[src/rtl/ifu_pkg.sv]
// Shared fetch-unit types for the return address stack and its backend checkpoints.
// Latency: n/a (types and constants only).
// Backpressure: n/a.
package ifu_pkg;

  localparam int RAS_DEPTH = 16;
  localparam int RAS_PTR_W = $clog2(RAS_DEPTH);

  typedef logic [RAS_PTR_W-1:0] ras_ptr_t;
  typedef logic [RAS_PTR_W:0]   ras_cnt_t;

  // Pointer snapshot carried by each in-flight branch so a redirect can rewind the stack.
  typedef struct packed {
    ras_ptr_t top;
    ras_cnt_t cnt;
  } ras_ckpt_t;

endpackage

[src/rtl/ifu_ras.sv]
// Return address stack: pushes pc+8 on link and predicts the target of returns.
// Latency: prediction is combinational from current state; updates land on the next clk edge.
// Backpressure: state only moves on req_valid & req_fire; a stalled fetch holds everything.
module ifu_ras
  import ifu_pkg::*;
#(
  parameter  int DEPTH = RAS_DEPTH,
  localparam int PTR_W = $clog2(DEPTH)
) (
  input  logic             clk,
  input  logic             rst,
  input  logic             req_valid,
  input  logic [31:0]      req_pc,
  input  logic             req_is_link,
  input  logic             req_is_ret,
  input  logic             req_fire,
  output logic [31:0]      ret_target,
  output logic             ret_valid,
  output logic [PTR_W-1:0] ckpt_top,
  output logic [PTR_W:0]   ckpt_cnt,
  input  logic             recover,
  input  logic [PTR_W-1:0] recover_top,
  input  logic [PTR_W:0]   recover_cnt
);

  localparam logic [PTR_W:0]   CNT_FULL = (PTR_W+1)'(DEPTH);
  localparam logic [PTR_W:0]   CNT_ZERO = '0;
  localparam logic [PTR_W:0]   CNT_ONE  = (PTR_W+1)'(1);
  localparam logic [PTR_W-1:0] PTR_ONE  = PTR_W'(1);

  logic [PTR_W-1:0] top_q, top_d;
  logic [PTR_W:0]   cnt_q, cnt_d;
  logic [31:0]      stack_q [DEPTH];
  logic [31:0]      stack_d [DEPTH];

  logic [31:0]      link_addr;
  logic [PTR_W-1:0] top_inc;
  logic [PTR_W-1:0] top_dec;

  // Prediction reads the pre-update state so a same-cycle JALR $ra,$ra sees the old top.
  assign ret_target = stack_q[top_q];
  assign ret_valid  = req_valid & req_is_ret & (cnt_q != CNT_ZERO);
  assign ckpt_top   = top_q;
  assign ckpt_cnt   = cnt_q;

  // Next-state: recover wins over any request; pointers wrap naturally at PTR_W bits.
  always_comb begin
    link_addr = req_pc + 32'd8;
    top_inc   = top_q + PTR_ONE;
    top_dec   = top_q - PTR_ONE;
    top_d     = top_q;
    cnt_d     = cnt_q;
    stack_d   = stack_q;

    if (recover) begin
      top_d = recover_top;
      cnt_d = (recover_cnt > CNT_FULL) ? CNT_FULL : recover_cnt;
    end else if (req_valid && req_fire) begin
      case ({req_is_link, req_is_ret})
        2'b10: begin
          // Push; when full the new entry overwrites the oldest one.
          top_d            = top_inc;
          stack_d[top_inc] = link_addr;
          if (cnt_q != CNT_FULL) cnt_d = cnt_q + CNT_ONE;
        end
        2'b01: begin
          // Pop; an empty stack is left alone.
          if (cnt_q != CNT_ZERO) begin
            top_d = top_dec;
            cnt_d = cnt_q - CNT_ONE;
          end
        end
        2'b11: begin
          // Call-through-return: replace the top entry in place.
          stack_d[top_q] = link_addr;
          if (cnt_q == CNT_ZERO) cnt_d = CNT_ONE;
        end
        default: begin
        end
      endcase
    end
  end

  // State register for pointers, occupancy and the entry array.
  always_ff @(posedge clk) begin
    if (rst) begin
      top_q <= '0;
      cnt_q <= '0;
      for (int i = 0; i < DEPTH; i++) stack_q[i] <= 32'h0;
    end else begin
      top_q <= top_d;
      cnt_q <= cnt_d;
      for (int i = 0; i < DEPTH; i++) stack_q[i] <= stack_d[i];
    end
  end

endmodule
[config.mk]
export PLATFORM = sky130hd
export DESIGN_NAME = ifu_ras
export DESIGN_NICKNAME = d
export VERILOG_FILES = /design/src/rtl/ifu_pkg.sv /design/src/rtl/ifu_ras.sv
export SDC_FILE = /design/constraint.sdc
export NUM_CORES = 1
export LEC_CHECK = 0
export BUFFER_PORTS_ARGS = -buffer_cell sky130_fd_sc_hd__buf_2
export CAP_MARGIN = 20
export CORE_MARGIN = 2
export CORE_UTILIZATION = 65
export DETAILED_ROUTE_END_ITERATION = 16
export MAX_ROUTING_LAYER = met4
export PLACE_DENSITY = 0.83
export REMOVE_ABC_BUFFERS = 1
export SETUP_SLACK_MARGIN = 0.4
export SLEW_MARGIN = 10
export SYNTH_ARGS = -nofsm -noshare
export SYNTH_HDL_FRONTEND = slang
export SYNTH_SLANG_ARGS = --single-unit
[constraint.sdc]
create_clock -name clk -period 5.5 [get_ports clk]
set_input_delay 0 -clock clk [delete_from_list [all_inputs] [get_ports clk]]
set_output_delay 0 -clock clk [all_outputs]
set_load 0.02 [all_outputs]
# After elaboration in Yosys (flattened, before gate mapping)
# Index checks and enable logic that the tools add are counted.
# word_totals
out_inout_bits	42
ff_bits	521
elab_cells	73
inputBits	48
# classes
order_cmp	5
n_bitwise	5
addsub	5
reduce_logical	12
mux	21
n_eq_ne	7
# ops
op	count
$bwmux W512	2
$pmux W512 S2	1
$demux W32 S4	2
$bmux W32 S4	1
$mux W32	4
$add A32 B4 Y32 const B	1
$mux W5	6
$pmux W5 S3	1
$mux W4	3
$ge A5 B5 Y1 const B	2
$lt A5 B1 Y1 const B	2
$not A4 Y5	2
$ne A3 B3 Y1 const B	3
$pmux W4 S2	1
$reduce_and A3 Y1	2
$add A5 B1 Y5 const B	1
$gt A5 B5 Y1 const B	1
$logic_not A5 Y1	1
$ne A5 B5 Y1 const B	1
$reduce_and A5 Y1	1
$reduce_bool A5 Y1	1
$sub A5 B1 Y5 const B	1
$add A4 B1 Y4 const B	1
$eq A2 B2 Y1 const B	2
other kinds (8)	12

# Longest topological paths before layout
# Gate-level depths: netlist (run 1).
# depth
word_depth	8
mapped_depth	12
depth_no_buf	8

# Worst setup path after synthesis (run 1)
# OpenSTA, ideal clock, no wires.
# synth_timing
path_type	register to register
startpoint	register top_q[0], in the netlist ckpt_top[0]
endpoint	register stack_q[160] in the netlist's numbering
path_slack_ps	2601
path_buffers	5
stages_incl_launch_ff	13
setup_ps	70
required_time_ps	5430
synth_period_minus_slack_ps	2899
arrival_time_ps	2829
path_cell_list	dfxtp_1 > buf_2 > buf_2 > buf_1 > inv_1 > ha_1 > nand4b_1 > nor2_1 > nand2_1 > clkbuf_1 > buf_1 > nand3_1 > a21oi_1
# synth_between
elab_chain_cells	8
word_cells_on_any_way	16
classes_between	1 x add/sub; 4 x order compare; 7 x mux; 2 x bitwise; 2 x reduce/logical
# synth_lines
element	line_no	source
start: declaration	ifu_ras.sv:31	logic [PTR_W-1:0] top_q, top_d;
start signal: assignment	ifu_ras.sv:91	top_q <= top_d;
$add A4 B1 Y4	ifu_ras.sv:49	top_inc = top_q + PTR_ONE;
$not A4 Y5 (not written as such)	ifu_ras.sv:63	stack_d[top_inc] = link_addr;
$ge A5 B5 Y1 (not written as such) or $lt A5 B1 Y1 (tied branches)	ifu_ras.sv:63	
$logic_and A1 B1 Y1 (not written as such)	ifu_ras.sv:63	
$mux W32 (not written as such)	ifu_ras.sv:63	
$demux W32 S4	ifu_ras.sv:63	
$bwmux W512	ifu_ras.sv:63	
$pmux W512 S2 (*)	ifu_ras.sv:59	case ({req_is_link, req_is_ret})
end: declaration	ifu_ras.sv:33	logic [31:0] stack_q [DEPTH];
# Mark *: on every way between the ends. The rest lies on a longest branch, timed or not.
# A chain may end at the register's enable or synchronous reset.

# Worst setup path in the final report (run 1)
# layout_timing
startpoint	register top_q[1], in the netlist ckpt_top[1]
endpoint	output ret_target[10]
# layout_between
elab_chain_cells	4
# layout_lines
element	line_no	source
$not A4 Y5 (not written as such)	ifu_ras.sv:41	assign ret_target = stack_q[top_q];
$bmux W32 S4	ifu_ras.sv:41	
$mux W32 (not written as such) (2 in series)	ifu_ras.sv:41	
end: declaration	ifu_ras.sv:17	output logic [31:0] ret_target,
# No other way between the ends. The select of a mux whose other input is x is not followed.

==> results of run 1 <==
==> kinds of logic after synthesis <==
family	count (synthesis)	share of synthesized area, %
compound gates	793	18.6
xor+xnor	32	1.30
fa+ha+maj	9	0.449
buf+inv	338	6.34
flops	521	41.5
mux	164	14.6
simple gates	795	17.2
==> final cells by class <==
class / count / area [µm²]
Antenna cell: 8 / 20.0
Timing Repair Buffer: 190 / 1370
Clock inverter: 12 / 100
Multi-Input combinational cell: 1793 / 13300
Inverter: 13 / 51.3
Clock buffer: 82 / 1590
Tap cell: 511 / 639
Fill cell: 2627 / 10400
Sequential cell: 521 / 10400
==> per-layer routing <==
metal	global-route usage, %	up-vias	wire length (µm)
li1	-	9871	-
met3	9.29	263	11000
met2	60.7	1834	37100
met1	53.3	11083	30200
met4	15.6	0	2800
met5	-	-	0
==> per-stage QoR <==
step / worst slack, ps / utilization [%] / instance area, µm² / power [mW]
final: 1070 / 72.6 / 27500 / 7.97
after floorplan: -3210 / - / 23600 / 4.25
after detailed placement: 1430 / 67.2 / 25400 / 4.47
after global routing: 1040 / 72.6 / 27500 / 8.14
after global placement: 1610 / 67.0 / 25300 / 4.46
after CTS: 1220 / 72.3 / 27400 / 7.93
==> power breakdown <==
part           leakage [nW]  switching [mW]  internal [mW]  total [mW]
Combinational          4.76           0.381          0.198       0.579
Clock                 0.837            1.52           2.02        3.54
Sequential             4.20          0.0581           3.80        3.86
==> state kept, by name, summed over array words and instances, names as in the netlist <==
signal    cells
ckpt_cnt      5
ckpt_top      4
stack_q     512
==> synthesized netlist by cell type, types with 3 or more instances <==
master	count	share of area (%)
a21o_1	5	0.15
buf_6	12	0.54
nor2_2	3	0.075
ha_1	9	0.45
xor2_1	16	0.56
and3_1	8	0.20
buf_4	11	0.33
and4b_1	3	0.12
clkbuf_1	137	2.0
nor2_1	28	0.42
o22ai_1	3	0.075
a22oi_1	3	0.090
dfxtp_1	521	42
nor2b_1	5	0.12
nor3_2	40	1.6
buf_1	11	0.16
o21ai_1	28	0.56
and4_1	4	0.14
xnor2_1	10	0.35
mux4_2	160	14
nor4_2	6	0.30
nor3_1	512	10
or3_1	3	0.075
nand2_1	54	0.81
a211oi_1	55	1.6
nand2b_1	6	0.15
inv_1	12	0.18
nand3_1	89	1.8
a32oi_1	3	0.10
and2_1	4	0.10
o31ai_1	155	4.6
xor2_2	4	0.26
nand3_2	3	0.12
a21oi_1	470	9.4
o211a_1	4	0.16
buf_2	154	3.1
nand4_1	14	0.35
o21ai_0	47	0.94
==> worst max path at each step <==
stage	start	to	slack (ps)	cells past startpoint
after floorplan	ckpt_top[0]$_SDFFE_PP0P_	stack_q[67]$_SDFFE_PP0P_	-3210	7
after global placement	ckpt_top[0]$_SDFFE_PP0P_	stack_q[99]$_SDFFE_PP0P_	1610	6
after detailed placement	ckpt_top[0]$_SDFFE_PP0P_	stack_q[121]$_SDFFE_PP0P_	1430	6
after CTS	ckpt_top[1]$_SDFFE_PP0P_	ret_target[10]	1220	5
after global routing	ckpt_top[1]$_SDFFE_PP0P_	ret_target[10]	1040	5
final	ckpt_top[1]$_SDFFE_PP0P_	ret_target[10]	1070	5
==> critical path: stages (launching register included) <==
cell	delay, ps
dfxtp_4	600
buf_4	710
buf_4	990
mux4_2	690
mux4_2	550
buf_2	190
==> what timing repair did <==
action / 4_1_cts / 5_1_grt
hold buffers: 27 / 1
hold endpoints to repair: 221 / 1
endpoints found under the setup margin: 0 / 0
buffers inserted: 0 / 0
==> qor.txt, run 1 <==
Final Hold Viols: 4
Cells after Synth: 2,652
Rows: 71
clk slew on worst S/H paths: 60 ps
CTS resizes: 0
drt pass-1 iters: 6
Highest Clock Rate: 226 MHz
R2R cell count: 6
placed cell count: 2,995
Post-DP HPWL: 50,500 µm
Setup TNS: 0 ps
PortBufs: 89
Async SR Flop Fraction: 0%
Cell Pwr Density: 290 nW/µm²
clock root buffer: clkbuf_16
Final min period: 4430 ps
Setup crit start kind: flop
mean number of vias per cell: 7.36
flop2flop setup slack: 1320 ps
worst-path maximum fanout: 74
Seq/Total Area, Yosys: 41.5%
nets: 2,628
Non-Filler Instances: 3,130
Critical Path RT: 5500 ps
most common cell after layout, fill and taps aside: dfxtp_1
layout cell share with drive strength beyond 1: 19.1%
max cap viols: 0
Leak: 9.80 nW
Main synth FF type: dfxtp_1
Routed Antenna Nets: 0
CTS tree: done
vias in the first global route: 22,224
All-Layer GR Usage: 40.3%
Die Area: 40,200 µm²
failing checks: negative hold slack
Crit Path Category: flop to primary output
CTS Buf Count: 52
worst hold path endpoint: stack_q[336]$_SDFFE_PP0P_
Peak supply drop: 0.214 mV
clk sinks: 521
critical path arrival: 4430 ps
DRC: 0
io pins: 90
via count: 23,051
global-route wire length before repair: 125,000 µm
#FFs+latches synth: 521
die width: 201 µm
Die Ht: 201 µm
RSZ-0062 raised after global routing: false
HP Class: input port to flop
fin. max-slew vios: 0
WL/cell: 25.9 µm
WHS Path Cells: 4
Hold WS: -32.5 ps
total routed wirelength: 81,100 µm
largest net degree at the start of global routing: 95
HP Start: req_pc[16]
EDFF count, synth: 0
Initial Util: 66.3%
status: finished with violations
Avg Cell Area, Syn: 9.47 µm²
Worst Setup End Kind: primary output
period utilisation layout: 80.5%
worst skew pair latency: 620 ps
Synth-to-Final Area Change: 9.42%
Clock Skews: 32.2 ps
Rel. slew slack: 17.5%
Worst R2R End: stack_q[118]$_SDFFE_PP0P_
H-tree lvl count: 2
Post-Syn Area: 25,100 µm²
initial DRC count: 3,433
initial antenna violation count: 8
Cell variety after synth: 72
Tightest Pin Transition: 1240 ps
RR Startpoint: ckpt_top[0]$_SDFFE_PP0P_
total gr overflow: 0
Clock Path Buffers: 3
# setup viols final: 0
Yosys warnings: 0
GPL Wtd Cong: 0.963
most frequent cells in the layout: 517 x dfxtp_1, 509 x nor3_1, 467 x a21oi_1
Core Region: 37,800 µm²
No activity file was read; power rests on OpenSTA's default activity.
==> run 2, diff against run 1 <==
--- a/config.mk
+++ b/config.mk
@@ -8,10 +8,10 @@
 export BUFFER_PORTS_ARGS = -buffer_cell sky130_fd_sc_hd__buf_2
 export CAP_MARGIN = 20
 export CORE_MARGIN = 2
-export CORE_UTILIZATION = 65
+export CORE_UTILIZATION = 62
 export DETAILED_ROUTE_END_ITERATION = 16
 export MAX_ROUTING_LAYER = met4
-export PLACE_DENSITY = 0.83
+export PLACE_DENSITY = 0.8
 export REMOVE_ABC_BUFFERS = 1
 export SETUP_SLACK_MARGIN = 0.4
 export SLEW_MARGIN = 10
==> constraint.sdc (replaced) <==
create_clock -name clk -period 4.1 [get_ports clk]
set_input_delay 0 -clock clk [delete_from_list [all_inputs] [get_ports clk]]
set_output_delay 0 -clock clk [all_outputs]
set_load 0.02 [all_outputs]
==> qor.txt, run 2 (synthesis results as in run 1) <==
status: completed
CTS tree: done
Tightest Pin Transition: 1210 ps (-22.1 ps)
mean number of vias per cell: 7.50 (+1.9%)
Non-Filler Instances: 3,177 (+1.5%)
H-tree lvl count: 2 (unchanged)
Critical Path RT: 4100 ps (-1400 ps)
All-Layer GR Usage: 42.4% (+2.0 points)
Setup crit start kind: flop
Core Region: 39,800 µm² (+5.2%)
Rel. slew slack: 19.0% (+1.5 points)
total gr overflow: 0 (unchanged)
clock root buffer: clkbuf_16
worst hold path endpoint: stack_q[108]$_SDFFE_PP0P_
max cap viols: 0 (unchanged)
period utilisation layout: 86.6%
DRC: 0 (unchanged)
placed cell count: 3,042 (+1.6%)
Crit Path Category: flop to primary output
worst-path maximum fanout: 50 (-32%)
HP Start: req_pc[12]
clk sinks: 521 (unchanged)
nets: 2,663 (+1.3%)
Post-DP HPWL: 52,700 µm (+4.3%)
flop2flop setup slack: 740 ps (-580 ps)
via count: 23,832 (+3.4%)
RSZ-0062 raised after global routing: false
GPL Wtd Cong: 0.959 (-0.35%)
worst skew pair latency: 610 ps (about the same)
Initial Util: 63.0% (-3.3 points)
Leak: 9.99 nW (+1.9%)
HP Class: input port to flop
fin. max-slew vios: 0 (unchanged)
vias in the first global route: 23,125 (+4.1%)
R2R cell count: 7 (+1)
Biggest register: stack_q
Final Hold Viols: 0 (-4)
CTS Buf Count: 53 (+1.9%)
initial antenna violation count: 5 (-3)
Worst R2R End: stack_q[26]$_SDFFE_PP0P_
Die Area: 42,100 µm² (+4.7%)
CTS resizes: 0 (unchanged)
Cell Pwr Density: 393 nW/µm² (+35%)
# setup viols final: 0 (unchanged)
critical path arrival: 3550 ps (-880 ps)
drt pass-1 iters: 7 (+1)
global-route wire length before repair: 134,000 µm (+6.6%)
io pins: 90 (unchanged)
most frequent cells in the layout: 517 x dfxtp_1, 509 x nor3_1, 467 x a21oi_1
sequential cell area: 10,400 µm² (unchanged)
Worst Setup End Kind: primary output
layout cell share with drive strength beyond 1: 20.0% (+0.90 points)
fillers: 2,984 (+14%)
largest net degree at the start of global routing: 207 (+120%)
Highest Clock Rate: 282 MHz
Die Ht: 205 µm (+2.3%)
die width: 205 µm (+2.3%)
WL/cell: 27.5 µm (+6.4%)
WHS Path Cells: 5 (+1)
Peak supply drop: 0.344 mV (+61%)
total power: 10.9 mW (+37%)
RR Startpoint: ckpt_top[1]$_SDFFE_PP0P_
footprint of the multi-input gates: 13,200 µm² (-0.25%)
most common cell after layout, fill and taps aside: dfxtp_1
Clock Path Buffers: 3 (unchanged)
clk slew on worst S/H paths: 60 ps (about the same)
max reg flops: 512 (unchanged)
post-route setup slack: 551 ps (-522 ps)
pre-CTS setup slack: 851 ps (-574 ps)
Synth-to-Final Area Change: 10.7%
PortBufs: 89 (unchanged)
Final min period: 3550 ps
total routed wirelength: 87,500 µm (+8.0%)
Routed Antenna Nets: 0 (unchanged)
Clock Skews: 18.9 ps (-13.3 ps)
initial DRC count: 3,818 (+11%)
Rows: 73 (+2.8%)
==> run 2: cell count changes in the layout (fill, tap and decap cells not counted), moves of 2 or more <==
cell,change
diode_2,-4
xor2_1,+6
bufinv_16,+2
inv_6,+2
buf_8,-3
buf_12,+5
xor2_2,-6
buf_4,+30
buf_16,-2
clkbuf_1,-4
dlygate4sd3_1,+5
==> run 2: metal layers <==
layer / global-route usage (%) / share of wire [%]
met5: - / 0
met4: 19.9 / 4.6
met3: 11.8 / 15
met2: 63.0 / 45
met1: 53.7 / 36
==> run 2: layout make-up <==
cell class / instances / area share (%)
multi-input cells: 1793 / 47.6
clock inverters: 18 / 0.648
clock buffers: 79 / 5.74
flip-flops and latches: 521 / 37.6
inverters: 13 / 0.185
diodes: 4 / 0.0360
repair buffers: 224 / 5.86
well taps: 525 / 2.36
==> run 2: how the worst max path moves through the flow <==
stage	startpoint	to	slack, ps	depth (start not counted)
6_report	ckpt_top[1]$_SDFFE_PP0P_	ret_target[5]	550	4
5_1_grt	ckpt_top[1]$_SDFFE_PP0P_	ret_target[5]	510	4
4_1_cts	ckpt_top[1]$_SDFFE_PP0P_	ret_target[12]	630	4
3_5_place_dp	ckpt_top[1]$_SDFFE_PP0P_	stack_q[24]$_SDFFE_PP0P_	850	7
3_3_place_gp	ckpt_top[1]$_SDFFE_PP0P_	stack_q[192]$_SDFFE_PP0P_	1020	7
2_1_floorplan	ckpt_top[0]$_SDFFE_PP0P_	stack_q[67]$_SDFFE_PP0P_	-4610	7
==> run 2: timing repair <==
action | 4_1_cts | 5_1_grt
buffers inserted | 0 | 0
hold buffers | 32 | 1
endpoints found under the hold margin | 226 | 2
==> run 2: critical path: stages, from the launching register on <==
cell	delay (ps)
dfxtp_4	700
buf_4	750
mux4_2	700
mux4_2	550
buf_2	190
==> run 2: metrics by stage <==
stage	TNS (ps)	utilization, %	instance area (µm²)	hold WS (ps)
5_1_grt	0	69.8	27800	43.8
3_5_place_dp	0	64.5	25700	284
6_report	0	69.8	27800	34.5
2_1_floorplan	-2150050	-	23600	64.6
3_3_place_gp	0	64.5	25700	274
4_1_cts	0	69.7	27800	9.30
==> run 2: report_power, final <==
part / leakage, nW / internal (mW) / switching (mW) / total [mW]
clock network: 0.884 / 2.88 / 2.09 / 4.97
logic: 4.90 / 0.273 / 0.521 / 0.794
registers: 4.20 / 5.09 / 0.0711 / 5.17
